[src/rtl/sub_seq_nibble.sv]
// Sequential A - B subtractor: one nibble per clock, LSB first, borrow chained between nibbles.
// Optional signed-overflow output ovf is built when SUB_SEQ_OVF_EN is defined.
module sub_seq_nibble #(
    parameter  int NIBBLES = 4,
    localparam int W       = 4 * NIBBLES
) (
    input  logic         clk,
    input  logic         rst,
    input  logic         in_valid,
    output logic         in_ready,
    input  logic [W-1:0] a,
    input  logic [W-1:0] b,
    output logic         out_valid,
    input  logic         out_ready,
    output logic [W-1:0] d,
    output logic         borrow,
`ifdef SUB_SEQ_OVF_EN
    output logic         ovf,
`endif
    output logic         busy
);

    localparam int KW = (NIBBLES > 1) ? $clog2(NIBBLES) : 1;

    typedef enum logic [1:0] {IDLE, RUN, DONE} state_t;

    state_t        state_q, state_d;
    logic [W-1:0]  a_q, a_d;
    logic [W-1:0]  b_q, b_d;
    logic [W-1:0]  res_q, res_d;
    logic [KW-1:0] k_q, k_d;
    logic          bin_q, bin_d;
    logic [W-1:0]  d_q, d_d;
    logic          borrow_q, borrow_d;
    logic          out_valid_q, out_valid_d;
    logic          in_ready_q, in_ready_d;
    logic          busy_q, busy_d;
`ifdef SUB_SEQ_OVF_EN
    logic          ovf_q, ovf_d;
`endif

    logic [W-1:0]  a_sh, b_sh;
    logic [4:0]    t;

    always_comb begin
        state_d     = state_q;
        a_d         = a_q;
        b_d         = b_q;
        res_d       = res_q;
        k_d         = k_q;
        bin_d       = bin_q;
        d_d         = d_q;
        borrow_d    = borrow_q;
        out_valid_d = out_valid_q;
        in_ready_d  = in_ready_q;
        busy_d      = busy_q;
`ifdef SUB_SEQ_OVF_EN
        ovf_d       = ovf_q;
`endif

        // Current nibble k of each operand, with the chained borrow-in.
        a_sh = a_q >> {k_q, 2'b00};
        b_sh = b_q >> {k_q, 2'b00};
        t    = {1'b0, a_sh[3:0]} - {1'b0, b_sh[3:0]} - {4'b0000, bin_q};

        case (state_q)
            IDLE: begin
                if (in_valid) begin
                    a_d        = a;
                    b_d        = b;
                    res_d      = '0;
                    k_d        = '0;
                    bin_d      = 1'b0;
                    state_d    = RUN;
                    in_ready_d = 1'b0;
                    busy_d     = 1'b1;
                end
            end
            RUN: begin
                res_d = res_q | (W'(t[3:0]) << {k_q, 2'b00});
                bin_d = t[4];
                k_d   = k_q + 1'b1;
                if (k_q == KW'(NIBBLES - 1)) begin
                    k_d     = '0;
                    state_d = DONE;
                    busy_d  = 1'b0;
                end
            end
            DONE: begin
                // First DONE cycle publishes the internal result; it then holds until accepted.
                if (!out_valid_q) begin
                    d_d         = res_q;
                    borrow_d    = bin_q;
`ifdef SUB_SEQ_OVF_EN
                    ovf_d       = (a_q[W-1] != b_q[W-1]) && (res_q[W-1] != a_q[W-1]);
`endif
                    out_valid_d = 1'b1;
                end else if (out_ready) begin
                    out_valid_d = 1'b0;
                    state_d     = IDLE;
                    in_ready_d  = 1'b1;
                end
            end
            default: begin
                state_d     = IDLE;
                in_ready_d  = 1'b1;
                busy_d      = 1'b0;
                out_valid_d = 1'b0;
            end
        endcase
    end

    always_ff @(posedge clk) begin
        if (rst) begin
            state_q     <= IDLE;
            a_q         <= '0;
            b_q         <= '0;
            res_q       <= '0;
            k_q         <= '0;
            bin_q       <= 1'b0;
            d_q         <= '0;
            borrow_q    <= 1'b0;
            out_valid_q <= 1'b0;
            in_ready_q  <= 1'b1;
            busy_q      <= 1'b0;
`ifdef SUB_SEQ_OVF_EN
            ovf_q       <= 1'b0;
`endif
        end else begin
            state_q     <= state_d;
            a_q         <= a_d;
            b_q         <= b_d;
            res_q       <= res_d;
            k_q         <= k_d;
            bin_q       <= bin_d;
            d_q         <= d_d;
            borrow_q    <= borrow_d;
            out_valid_q <= out_valid_d;
            in_ready_q  <= in_ready_d;
            busy_q      <= busy_d;
`ifdef SUB_SEQ_OVF_EN
            ovf_q       <= ovf_d;
`endif
        end
    end

    assign in_ready  = in_ready_q;
    assign out_valid = out_valid_q;
    assign busy      = busy_q;
    assign d         = d_q;
    assign borrow    = borrow_q;
`ifdef SUB_SEQ_OVF_EN
    assign ovf       = ovf_q;
`endif

endmodule
[config.mk]
export PLATFORM = sky130hd
export DESIGN_NAME = sub_seq_nibble
export DESIGN_NICKNAME = d
export VERILOG_FILES = /design/src/rtl/sub_seq_nibble.sv
export SDC_FILE = /design/constraint.sdc
export NUM_CORES = 1
export LEC_CHECK = 0
export BUFFER_PORTS_ARGS = -buffer_cell sky130_fd_sc_hd__buf_4
export CORE_MARGIN = 2
export CORE_UTILIZATION = 35
export DETAILED_ROUTE_END_ITERATION = 8
export PLACE_DENSITY = 0.59
export REMOVE_ABC_BUFFERS = 1
export SKIP_LAST_GASP = 1
export SYNTH_ARGS = -nofsm -noshare
export SYNTH_HDL_FRONTEND = slang
export SYNTH_SLANG_ARGS = --single-unit
[constraint.sdc]
create_clock -name clk -period 3.6 [get_ports clk]
set_input_delay 0.36 -clock clk [delete_from_list [all_inputs] [get_ports clk]]
set_output_delay 0.36 -clock clk [all_outputs]
set_load 0.05 [all_outputs]
* Yosys cells after proc, flatten, opt, wreduce, memory -nomap -nowiden
Cells that the tools add are included.
** Word-level totals
- Bits in registers :: 73
- Input bits :: 36
- Logic and storage cells :: 58
** Cells by class
- Add/subtract/negate cells :: 3
- Equality and inequality tests :: 7
- Shift operators :: 3
- Multiplexer cells :: 21
- Bitwise gates (word level) :: 4
- Reductions and logical operators :: 9
** Operator list (count)
- 16-bit one-hot mux with 2 select lines :: 1
- 16-bit by 4-bit >> shifter with 4-bit output :: 2
- 16-bit two-way mux :: 1
- 16-bit bitwise OR :: 1
- 4-bit by 4-bit left shift with 16-bit output :: 1
- 2-bit two-way mux :: 6
- 2-bit inequality test, second input constant :: 4
- 4-bit AND reduction :: 2
- 1-bit two-way mux :: 7
- 1-bit one-hot mux with 3 select lines :: 2
- 2-bit one-hot mux with 3 select lines :: 1
- 2-bit AND reduction :: 3
- 4-bit by 4-bit subtractor with 5-bit output :: 1
- 5-bit by 1-bit subtractor with 5-bit output :: 1
- 2-bit equality test, second input constant :: 2
- 1-bit one-hot mux with 2 select lines :: 2
- 2-bit one-hot mux with 2 select lines :: 1
- 1-bit inverter :: 3
- 3-bit AND reduction :: 1
- 2-bit by 1-bit adder with 2-bit output, second input constant :: 1
- 2-bit by 1-bit equality test with 1-bit output, second input constant :: 1
- 2-bit logical NOT :: 1
- 2-bit nonzero test :: 1
- 2-bit OR reduction :: 1

* Longest topological paths before layout
Gate-level depths: netlist of run 1.
- Depth in word-level cells :: 6
- Mapped depth :: 10

* Worst setup path after synthesis of run 1
OpenSTA, ideal clock, no wires.
- Kind :: reg-to-reg
- From :: register k_q[0]
- To :: register res_q[14]
- Setup time :: 0.064 ns
- Data arrival time :: 2.429 ns
- Data required time :: 3.536 ns
- Path slack :: 1.107 ns
- Stages on the path, launching flop included :: 11
- Path buffers :: 1
- Period minus slack after synthesis :: 2.493 ns
- Cells stage by stage :: dfxtp_1 > buf_4 > mux4_2 > inv_1 > fa_1 > inv_1 > fa_1 > or2_2 > a21oi_1 > a32oi_1 > nor2_1
** On the way
- Cells in the longest elaborated chain, start to end :: 6
** RTL lines
- start, declared :: RTL line 31 : logic [KW-1:0] k_q, k_d;
- start signal, assigned :: RTL line 134 : k_q <= k_d;
- 16-bit by 4-bit >> shifter with 4-bit output, on equally long branches :: RTL line 62, 63
- 4-bit by 4-bit subtractor with 5-bit output :: RTL line 64 : t = {1'b0, a_sh[3:0]} - {1'b0, b_sh[3:0]} - {4'b0000, bin_q};
- 5-bit by 1-bit subtractor with 5-bit output :: RTL line 64
- 4-bit by 4-bit left shift with 16-bit output (*) :: RTL line 80 : res_d = res_q | (W'(t[3:0]) << {k_q, 2'b00});
- 16-bit bitwise OR (*) :: RTL line 80
- 16-bit one-hot mux with 2 select lines (*) :: RTL line 66 : case (state_q)
- end signal, assigned :: RTL line 133 : res_q <= res_d;
- end, declared :: RTL line 30 : logic [W-1:0] res_q, res_d;
Mark *: on every way between the ends. The rest lies on a longest branch, timed or not.
A chain may end at the register's enable or synchronous reset.

* Worst setup path after layout of run 1
Same ends and word-level chain as after synthesis.

==> flow_summary.yaml, run 1 <==
timing:
  hold_viol: 0
  fmax_mhz: 342
  fin_worst_skew_ns: 0.00844
  setup_tns_ns: 0
  tightestPinTransition_ns: 0.702
  whs_ns: 0.251
  fin_crit_ns: 2.92
  setup_slack_ns: 0.679
  fin_crit_sh_pct: 81.1
  maxSlewViolCount: 0
  setup_viol_count_final: 0
  slew_headroom_pct: 53.2
  rsz0062_at_grt: "no"
die:
  die_x_um: 97.9
  ios: 56
  die_y_um: 97.9
  num_rows: 34
  die_area_sq_um: 9580
  core_region_area_sq_um: 8640
  start_util_pct: 35.7
clock_network:
  cts-root-buf: "clkbuf_8"
  postCtsSetupBuffers: 0
  ctsResizeCount: 0
  clk_pin_slew_ns: 0.08
  clock_path_buffers: 2
  cts_tree: "done"
  clock_latency_ns: 0.35
  cts.sinks: 73
  numCtsBuffers: 9
  cts_hold_buf: 0
  htreeDepth: 3
pwr:
  p_switching_mw: 0.458
  vdd_drop_max_uv: 192
  p_leak_nw: 1.43
  power.switching_fraction_pct: 25.4
  powerDensity_nw_per_um2: 483
  pwr-share-comb_pct: 11.9
  seqPwrFrac_pct: 47.7
  finalPower_mw: 1.81
  p_int_mw: 1.35
  p_clk_share_pct: 40.3
place:
  hpwl_um: 4440
  io_buffer_count: 55
  place_ws_ns: 0.697
  placed_cell_area_sq_um: 3510
  dp.cells: 499
  finalWeightedCongestion: 0.835
detailed_routing:
  routed_wl_um: 6530
  drc_errors: 0
  drt-pass1-iter-count: 4
  ant_nets: 0
  drt_iter0_drc: 90
  num_vias: 2486
  via_per_inst: 4.83
  wl_per_cell_um: 12.7
worst_setup_path:
  r2r_end: "res_q[14]$_SDFFE_PP0P_"
  crit_start: "k_q[0]$_SDFFE_PP0P_"
  crit_arrival_ns: 3.20
  criticalPathCategory: "flip-flop to flip-flop"
  start_kind: "flip-flop"
  ff2ff_setup_slack_ns: 0.68
  critPathCaptureType: "flip-flop"
  cp_data_required_time_ns: 3.88
  rr_worst_depth: 9
  crit_fanout: 9
  r2r_start: "k_q[0]$_SDFFE_PP0P_"
logic_synthesis:
  synth_cell_types: 35
  syn_area_sq_um: 3090
  yosysSeqAreaShare_pct: 47.4
  synth-seq-cells: 73
  yosysWarnings: 0
  synth.avg_cell_area_sq_um: 8.62
  netlist_instances: 358
cells_and_area:
  fin_cells: 515
  fin_util_pct: 43.3
  final_area_sq_um: 3740
  nets: 445
  drive_gt1_share_pct: 21.6
  fillers: 917
  synthToLayoutAreaGrowth_pct: 21.1
  mostFrequentLayoutCells: "nand2_1, dfxtp_1, buf_4, a21oi_1, nor2_1"
  diodes: 0
  register_area_sq_um: 1460
  multi_input_area_sq_um: 1430
  final_common_cell: "nand2_1"
hold_path:
  hold_path_end: "a_q[15]$_SDFFE_PP0P_"
  holdCritStartpoint: "a[15]"
  min_path_cells: 3
  hp-class: "input pin to flip-flop"
global_routing:
  grtUsageTotal_pct: 14.0
  grt_antenna_before_repair: 0
  grt_pass1_vias: 2386
  grt_overflow: 0
  grt_max_degree: 72
  grt_pass1_wl_um: 11000
job:
  maxCapViolCount: 0
run_status:
  status: "finished, final reports clean"
[power by group through the flow]
stage	logic, mW	registers, mW	clock network, mW
floorplan	0.127	0.885	0
global placement	0.214	0.880	0
global route	0.242	0.867	0.776
finish	0.215	0.862	0.728
CTS	0.218	0.862	0.744
detailed placement	0.216	0.881	0
[critical path, cell delays in order (launching register included)]
cell and delay (ns):
dfxtp_1 0.67, mux4_2 0.57, inv_1 0.09, fa_1 0.19, inv_1 0.06, fa_1 0.41
or2_2 0.28, a21oi_1 0.32, a32oi_1 0.15, nor2_1 0.10
[state kept, by name (all words and copies together), names as in the netlist, 2 cells and up]
name,flops
d,16
k_q,2
a_q,16
res_q,16
state_q,2
b_q,16
[worst max path at each step]
| stage | slack, ns | end | cells after the start |
|---|---|---|---|
| finish | 0.68 | res_q[14]$_SDFFE_PP0P_ | 9 |
| floorplan | 0.74 | res_q[14]$_SDFFE_PP0P_ | 9 |
| CTS | 0.65 | res_q[14]$_SDFFE_PP0P_ | 9 |
| global route | 0.36 | res_q[14]$_SDFFE_PP0P_ | 9 |
| global placement | 0.77 | res_q[14]$_SDFFE_PP0P_ | 9 |
| detailed placement | 0.70 | res_q[14]$_SDFFE_PP0P_ | 9 |
[final cells by class]
cell class / count / area share [%]
repair buffers: 59 / 11.9
clock buffers: 10 / 3.68
multi-input cells: 248 / 38.2
well taps: 108 / 3.62
flip-flops and latches: 73 / 39.1
clock inverters: 6 / 2.41
inverters: 11 / 1.11
[cell families after synthesis]
group / share of synthesized area, %
multiplexers: 6.45
buffers and inverters: 6.37
AND/OR/NAND/NOR: 20.6
adder cells (fa/ha/maj): 3.33
flip-flops: 47.4
AO/OA/AOI/OAI: 15.4
XOR/XNOR: 0.568
[cell usage after synthesis]
master | n | area (sq um)
o221ai_2 | 1 | 15.0
buf_6 | 4 | 45.0
or3b_1 | 1 | 8.76
or2_2 | 1 | 6.26
fa_1 | 2 | 40.0
o32a_1 | 1 | 10.0
dfxtp_1 | 73 | 1460
o21ai_0 | 2 | 10.0
o41ai_2 | 1 | 16.3
buf_2 | 10 | 50.1
mux2i_1 | 3 | 30.0
a21oi_1 | 57 | 285
nand4_1 | 1 | 6.26
xnor2_1 | 2 | 17.5
a21o_1 | 1 | 7.51
a32oi_1 | 5 | 43.8
nand2_1 | 108 | 405
nor3b_4 | 2 | 37.5
o21bai_1 | 1 | 7.51
mux2_2 | 1 | 11.3
buf_4 | 4 | 30.0
a22oi_1 | 7 | 52.6
nor3_1 | 2 | 10.0
nor2b_1 | 3 | 18.8
or4_1 | 1 | 7.51
inv_1 | 11 | 41.3
nor2_1 | 20 | 75.1
o31ai_1 | 2 | 15.0
mux4_2 | 7 | 158
ha_1 | 5 | 62.6
clkbuf_1 | 8 | 30.0
and2b_1 | 2 | 15.0
o22ai_1 | 1 | 6.26
o21ai_1 | 1 | 5.00
nand2b_1 | 7 | 43.8
[layer usage]
metal | vias to the layer above | GRT usage (%) | wire (um)
met5 | - | 0 | 0
met4 | 0 | 7.26 | 133
met3 | 13 | 3.65 | 270
met2 | 53 | 21.4 | 3000
met1 | 1140 | 18.3 | 3130
li1 | 1280 | - | -
Power figures use the tool's default switching activity.
==> run 2: changes to the inputs <==
- ABC_AREA: unset -> 1
- clock period: 3.6 -> 2.7 ns (I/O delays scaled with it)
==> flow_summary.yaml, run 2 <==
timing:
  fmax_mhz: 425
  setup_viol_count_final: 0
  setup_tns_ns: 0
  tightestPinTransition_ns: 0.598
  maxSlewViolCount: 0
  rsz0062_at_grt: "no"
  fin_crit_sh_pct: 87.2
  setup_slack_ns: 0.346
  fin_crit_ns: 2.35
  fin_worst_skew_ns: 0.00798
  hold_viol: 0
  slew_headroom_pct: 60.1
logic_synthesis:
  synth-xor-area-share_pct: 0.281
  synthSimpleGateAreaFrac_pct: 22.5
  async_reset_ff_share_pct: 0
  yosysTopAreaCell: "dfxtp_1"
  synth_common_cells: "nor2_1, dfxtp_1, o21ai_0"
  yosysTopAreaCellShare_pct: 47.0
  synthTopCellsByArea: "dfxtp_1, nor2_1, o21ai_0"
  synth.avg_cell_area_sq_um: 7.63
  synth_edf_count: 0
  synth_top_family_by_area: "simple AND/OR/NAND/NOR gates"
  syn_area_sq_um: 3110
  synth-seq-cells: 73
  synth_most_common_cell: "nor2_1"
  synth_mux_area_share_pct: 0
  synth_cell_types: 31
  yosysSeqAreaShare_pct: 47.0
  synth_ff_type: "dfxtp_1"
  netlist_instances: 408
  yosysWarnings: 0
  synth_fa_ha_area_share_pct: 3.30
  synth-compound-area-share_pct: 19.3
place:
  placed_cell_area_sq_um: 3550
  dp.cells: 550
  hpwl_um: 4680
  place_ws_ns: 0.371
  io_buffer_count: 55
  finalWeightedCongestion: 0.798
detailed_routing:
  via_per_inst: 4.80
  drt_iter0_drc: 95
  drc_errors: 0
  ant_nets: 0
  drt-pass1-iter-count: 4
  num_vias: 2715
  routed_wl_um: 6750
  wl_per_cell_um: 11.9
die:
  die_area_sq_um: 9660
  num_rows: 34
  die_x_um: 98.3
  start_util_pct: 35.9
  ios: 56
  core_region_area_sq_um: 8680
  die_y_um: 98.3
cells_and_area:
  final_common_cell: "nor2_1"
  mostFrequentLayoutCells: "nor2_1, dfxtp_1, buf_4, o21ai_0, nand2_1"
  register_area_sq_um: 1460
  synthToLayoutAreaGrowth_pct: 21.5
  fin_cells: 566
  final_area_sq_um: 3780
  fillers: 933
  drive_gt1_share_pct: 19.4
  multi_input_area_sq_um: 1410
  diodes: 0
  nets: 496
clock_network:
  cts.sinks: 73
  cts-root-buf: "clkbuf_8"
  clock_latency_ns: 0.34
  htreeDepth: 3
  ctsResizeCount: 0
  cts_tree: "done"
  clock_path_buffers: 2
  postCtsSetupBuffers: 0
  numCtsBuffers: 9
  cts_hold_buf: 0
  clk_pin_slew_ns: 0.07
worst_setup_path:
  critPathTopFamily: "compound AO/OA/AOI/OAI gates"
  start_kind: "flip-flop"
  crit_arrival_ns: 2.63
  r2r_end: "bin_q$_SDFFE_PP0P_"
  ff2ff_setup_slack_ns: 0.35
  slowest_stage: "dfxtp_1"
  max_stage_delay_ns: 0.36
  path_cells: "inv_2 > buf_4 > nand2_1 > a32o_1 > ha_1 > inv_1 > ha_1 > a21oi_1 > o21ai_0 > a21o_1 > a21oi_1"
  rr_worst_depth: 11
  criticalPathCategory: "flip-flop to flip-flop"
  crit_fanout: 14
  path_buf_inv: 3
  cp_data_required_time_ns: 2.97
  r2r_start: "k_q[0]$_SDFFE_PP0P_"
  critPathCaptureType: "flip-flop"
hold_path:
  hp-class: "input pin to flip-flop"
  holdCritStartpoint: "b[5]"
  hold_path_end: "b_q[5]$_SDFFE_PP0P_"
  min_path_cells: 3
global_routing:
  gr-usage-met2_pct: 22.9
  grtUsageTotal_pct: 14.4
  met3_usage_pct: 3.08
  grt.busiest_layer: "met2"
  grt_pass1_vias: 2627
  use_met1_pct: 19.3
  grt_antenna_before_repair: 0
  grt_pass1_wl_um: 11600
  grt_overflow: 0
  grt_max_degree: 58
pwr:
  vdd_drop_max_uv: 203
  p_leak_nw: 1.63
  powerDensity_nw_per_um2: 687
run_status:
  status: "finished, final reports clean"
job:
  maxCapViolCount: 0
[run 2: how the worst max path moves through the flow]
stage | startpoint | endpoint | cells past startpoint
floorplan | k_q[0]$_SDFFE_PP0P_ | res_q[13]$_SDFFE_PP0P_ | 11
detailed placement | k_q[0]$_SDFFE_PP0P_ | res_q[13]$_SDFFE_PP0P_ | 11
CTS | k_q[0]$_SDFFE_PP0P_ | bin_q$_SDFFE_PP0P_ | 11
finish | k_q[0]$_SDFFE_PP0P_ | bin_q$_SDFFE_PP0P_ | 11
global route | k_q[0]$_SDFFE_PP0P_ | res_q[5]$_SDFFE_PP0P_ | 11
global placement | k_q[0]$_SDFFE_PP0P_ | bin_q$_SDFFE_PP0P_ | 11
[run 2: kinds of logic after synthesis]
family,count (synthesis)
buffers and inverters,49
adders and majority gates,7
AOI/OAI and AO/OA,112
DFF,73
xor gates and xnor gates,1
and+or+nand+nor,166
[run 2: cell type report]
class	count	area share, %
clock buffer	11	4.01
clock inverter	5	2.05
inverter	22	2.18
multi-input combinational	286	37.4
sequential	73	38.7
tap	108	3.57
timing repair buffer	61	12.1
[run 2: per-stage QoR]
stage / util [%] / hold slack (ns) / power, mW
CTS: 43.6 / 0.153 / 2.63
detailed placement: 40.9 / 0.443 / 1.67
finish: 43.6 / 0.166 / 2.60
floorplan: - / 0.339 / 1.52
global placement: 40.9 / 0.432 / 1.65
global route: 43.6 / 0.172 / 2.74
[run 2: layer usage]
layer	up-vias	part of all wire [%]	wire length, um
met5	-	0	0
met2	59	45	3050
met4	0	1.0	70
met3	7	4.8	322
met1	1203	49	3310
li1	1446	-	-
[run 2: where the power goes]
group          leakage, nW  internal [mW]  total, mW  switching, mW
Clock                0.115          0.567      0.958          0.391
Combinational        0.913          0.181      0.459          0.278
Sequential           0.597           1.14       1.18         0.0371
Total                 1.63           1.89       2.60          0.706
[run 2: worst min-delay path, stage by stage]
cell     delay [ns]
buf_4          0.08
o21ai_1        0.05
nor2_1         0.07
==> run 3: changes to the inputs <==
- ABC_AREA: 1 -> 0
- SLEW_MARGIN: unset -> 20
==> flow_summary.yaml, run 3 (synthesized netlist as in run 1, its figures left out) <==
run_status:
  status: "finished, final reports clean"
worst_setup_path:
  path_cells: "buf_4 > mux4_2 > fa_1 > inv_1 > fa_1 > nor2_2 > a32oi_1 > nor2_1"
  max_stage_delay_ns: 0.51
  path_buf_inv: 2
  critPathCaptureType: "flip-flop"
  start_kind: "flip-flop"
  crit_start: "k_q[0]$_SDFFE_PP0P_"
  r2r_end: "res_q[13]$_SDFFE_PP0P_"
  r2r_start: "k_q[0]$_SDFFE_PP0P_"
  crit_fanout: 5
  cp_data_required_time_ns: 2.98
  ff2ff_setup_slack_ns: 0.22
  crit_arrival_ns: 2.76
  slowest_stage: "mux4_2"
  cpMostUsedCell: "fa_1"
  criticalPathCategory: "flip-flop to flip-flop"
  critPathTopFamily: "adder cells"
  rr_worst_depth: 8
pwr:
  vdd_drop_max_uv: 227
  seqPwrFrac_pct: 48.6
  powerDensity_nw_per_um2: 627
  p_leak_nw: 1.44
  pwr-share-comb_pct: 12.9
  power.switching_fraction_pct: 24.6
  p_int_mw: 1.78
  p_switching_mw: 0.581
  p_clk_share_pct: 38.5
place:
  placed_cell_area_sq_um: 3550
  hpwl_um: 4480
  finalWeightedCongestion: 0.814
  io_buffer_count: 55
job:
  maxCapViolCount: 0
detailed_routing:
  drc_errors: 0
  ant_nets: 0
  routed_wl_um: 6450
  drt_iter0_drc: 74
  num_vias: 2526
  via_per_inst: 4.87
  wl_per_cell_um: 12.4
  drt-pass1-iter-count: 4
clock_network:
  cts_tree: "done"
  clock_path_buffers: 2
  postCtsSetupBuffers: 0
  cts-root-buf: "clkbuf_8"
  clk_pin_slew_ns: 0.08
  cts.sinks: 73
  numCtsBuffers: 9
  htreeDepth: 3
  clock_latency_ns: 0.35
hold_path:
  hp-class: "input pin to flip-flop"
  holdCritStartpoint: "a[14]"
  hold_path_end: "a_q[14]$_SDFFE_PP0P_"
  min_path_cells: 3
timing:
  fin_worst_skew_ns: 0.0105
  hold_viol: 0
  setup_tns_ns: 0
  setup_viol_count_final: 0
  fmax_mhz: 404
  fin_crit_ns: 2.48
  maxSlewViolCount: 0
  fin_crit_sh_pct: 91.7
  tightestPinTransition_ns: 0.721
  rsz0062_at_grt: "no"
  slew_headroom_pct: 51.9
cells_and_area:
  mostFrequentLayoutCells: "nand2_1, dfxtp_1, buf_4, a21oi_1, nor2_1"
  final_area_sq_um: 3760
  diodes: 0
  drive_gt1_share_pct: 21.9
  fillers: 918
  synthToLayoutAreaGrowth_pct: 21.9
  final_common_cell: "nand2_1"
  nets: 449
global_routing:
  grt_antenna_before_repair: 0
  grt_pass1_vias: 2432
  grtUsageTotal_pct: 14.3
  grt_max_degree: 72
  grt_overflow: 0
  grt_pass1_wl_um: 11200
die:
  die_y_um: 97.9
  num_rows: 34
  start_util_pct: 35.7
  core_region_area_sq_um: 8640
  die_x_um: 97.9
  ios: 56
  die_area_sq_um: 9580
==> run 3: cell types whose count changed in the layout (fill, tap and decap cells not counted), sizes merged, moves of 8 or more <==
| cell | change |
|---|---|
| nor2 | -89 |
| a21oi | +24 |
| nand4 | -8 |
| inv | -11 |
| o21ai | -62 |
| nand2 | +69 |
==> run 3: worst max-delay path by stage <==
stage	to	cells after the start	slack [ns]
floorplan	res_q[14]$_SDFFE_PP0P_	9	-0.16
global placement	res_q[13]$_SDFFE_PP0P_	8	0.20
detailed placement	res_q[13]$_SDFFE_PP0P_	8	0.14
CTS	res_q[13]$_SDFFE_PP0P_	8	0.13
global route	res_q[13]$_SDFFE_PP0P_	8	0.05
finish	res_q[13]$_SDFFE_PP0P_	8	0.22
==> run 3: metal layers <==
layer	share of wire [%]	track usage (%)	vias up
met5	0	0	-
met4	2.1	6.73	0
met3	4.1	3.51	12
met2	46	22.0	48
met1	47	19.0	1170
li1	-	-	1296
==> run 3: stage by stage <==
step           setup slack [ns]  hold slack [ns]  utilization (%)  total power [mW]  cells
2_1_floorplan            -0.163            0.339                -              1.35    332
3_3_place_gp              0.204            0.442             41.1              1.47    503
3_5_place_dp              0.142            0.443             41.1              1.47    503
4_1_cts                   0.126            0.154             43.5              2.38    519
5_1_grt                  0.0547            0.152             43.6              2.47    519
6_report                  0.224            0.160             43.6              2.36    519
==> run 3: power groups by stage <==
stage | Combinational, mW | Sequential [mW] | Clock, mW
6_report | 0.303 | 1.15 | 0.909
5_1_grt | 0.342 | 1.15 | 0.973
4_1_cts | 0.303 | 1.15 | 0.928
3_5_place_dp | 0.302 | 1.17 | 0
3_3_place_gp | 0.296 | 1.17 | 0
2_1_floorplan | 0.169 | 1.18 | 0
==> run 3: area by class of cell <==
type	count	area, sq um	share of cell area [%]
tap	108	135	3.59
timing repair buffer	63	485	12.9
multi-input combinational	248	1430	38.1
clock buffer	13	139	3.69
sequential	73	1460	38.9
inverter	11	41.3	1.10
clock inverter	3	65.1	1.73
==> run 3: what timing repair did <==
item,in CTS,in global routing
endpoints found under the setup margin,0,3
gates resized for setup,0,2
hold buffers,0,0
==> run 3: worst reg2reg max path, stage by stage (launching register included) <==
cell and delay [ns]:
dfxtp_1 0.37, buf_4 0.16, mux4_2 0.51, fa_1 0.39, inv_1 0.09, fa_1 0.43
nor2_2 0.22, a32oi_1 0.13, nor2_1 0.11
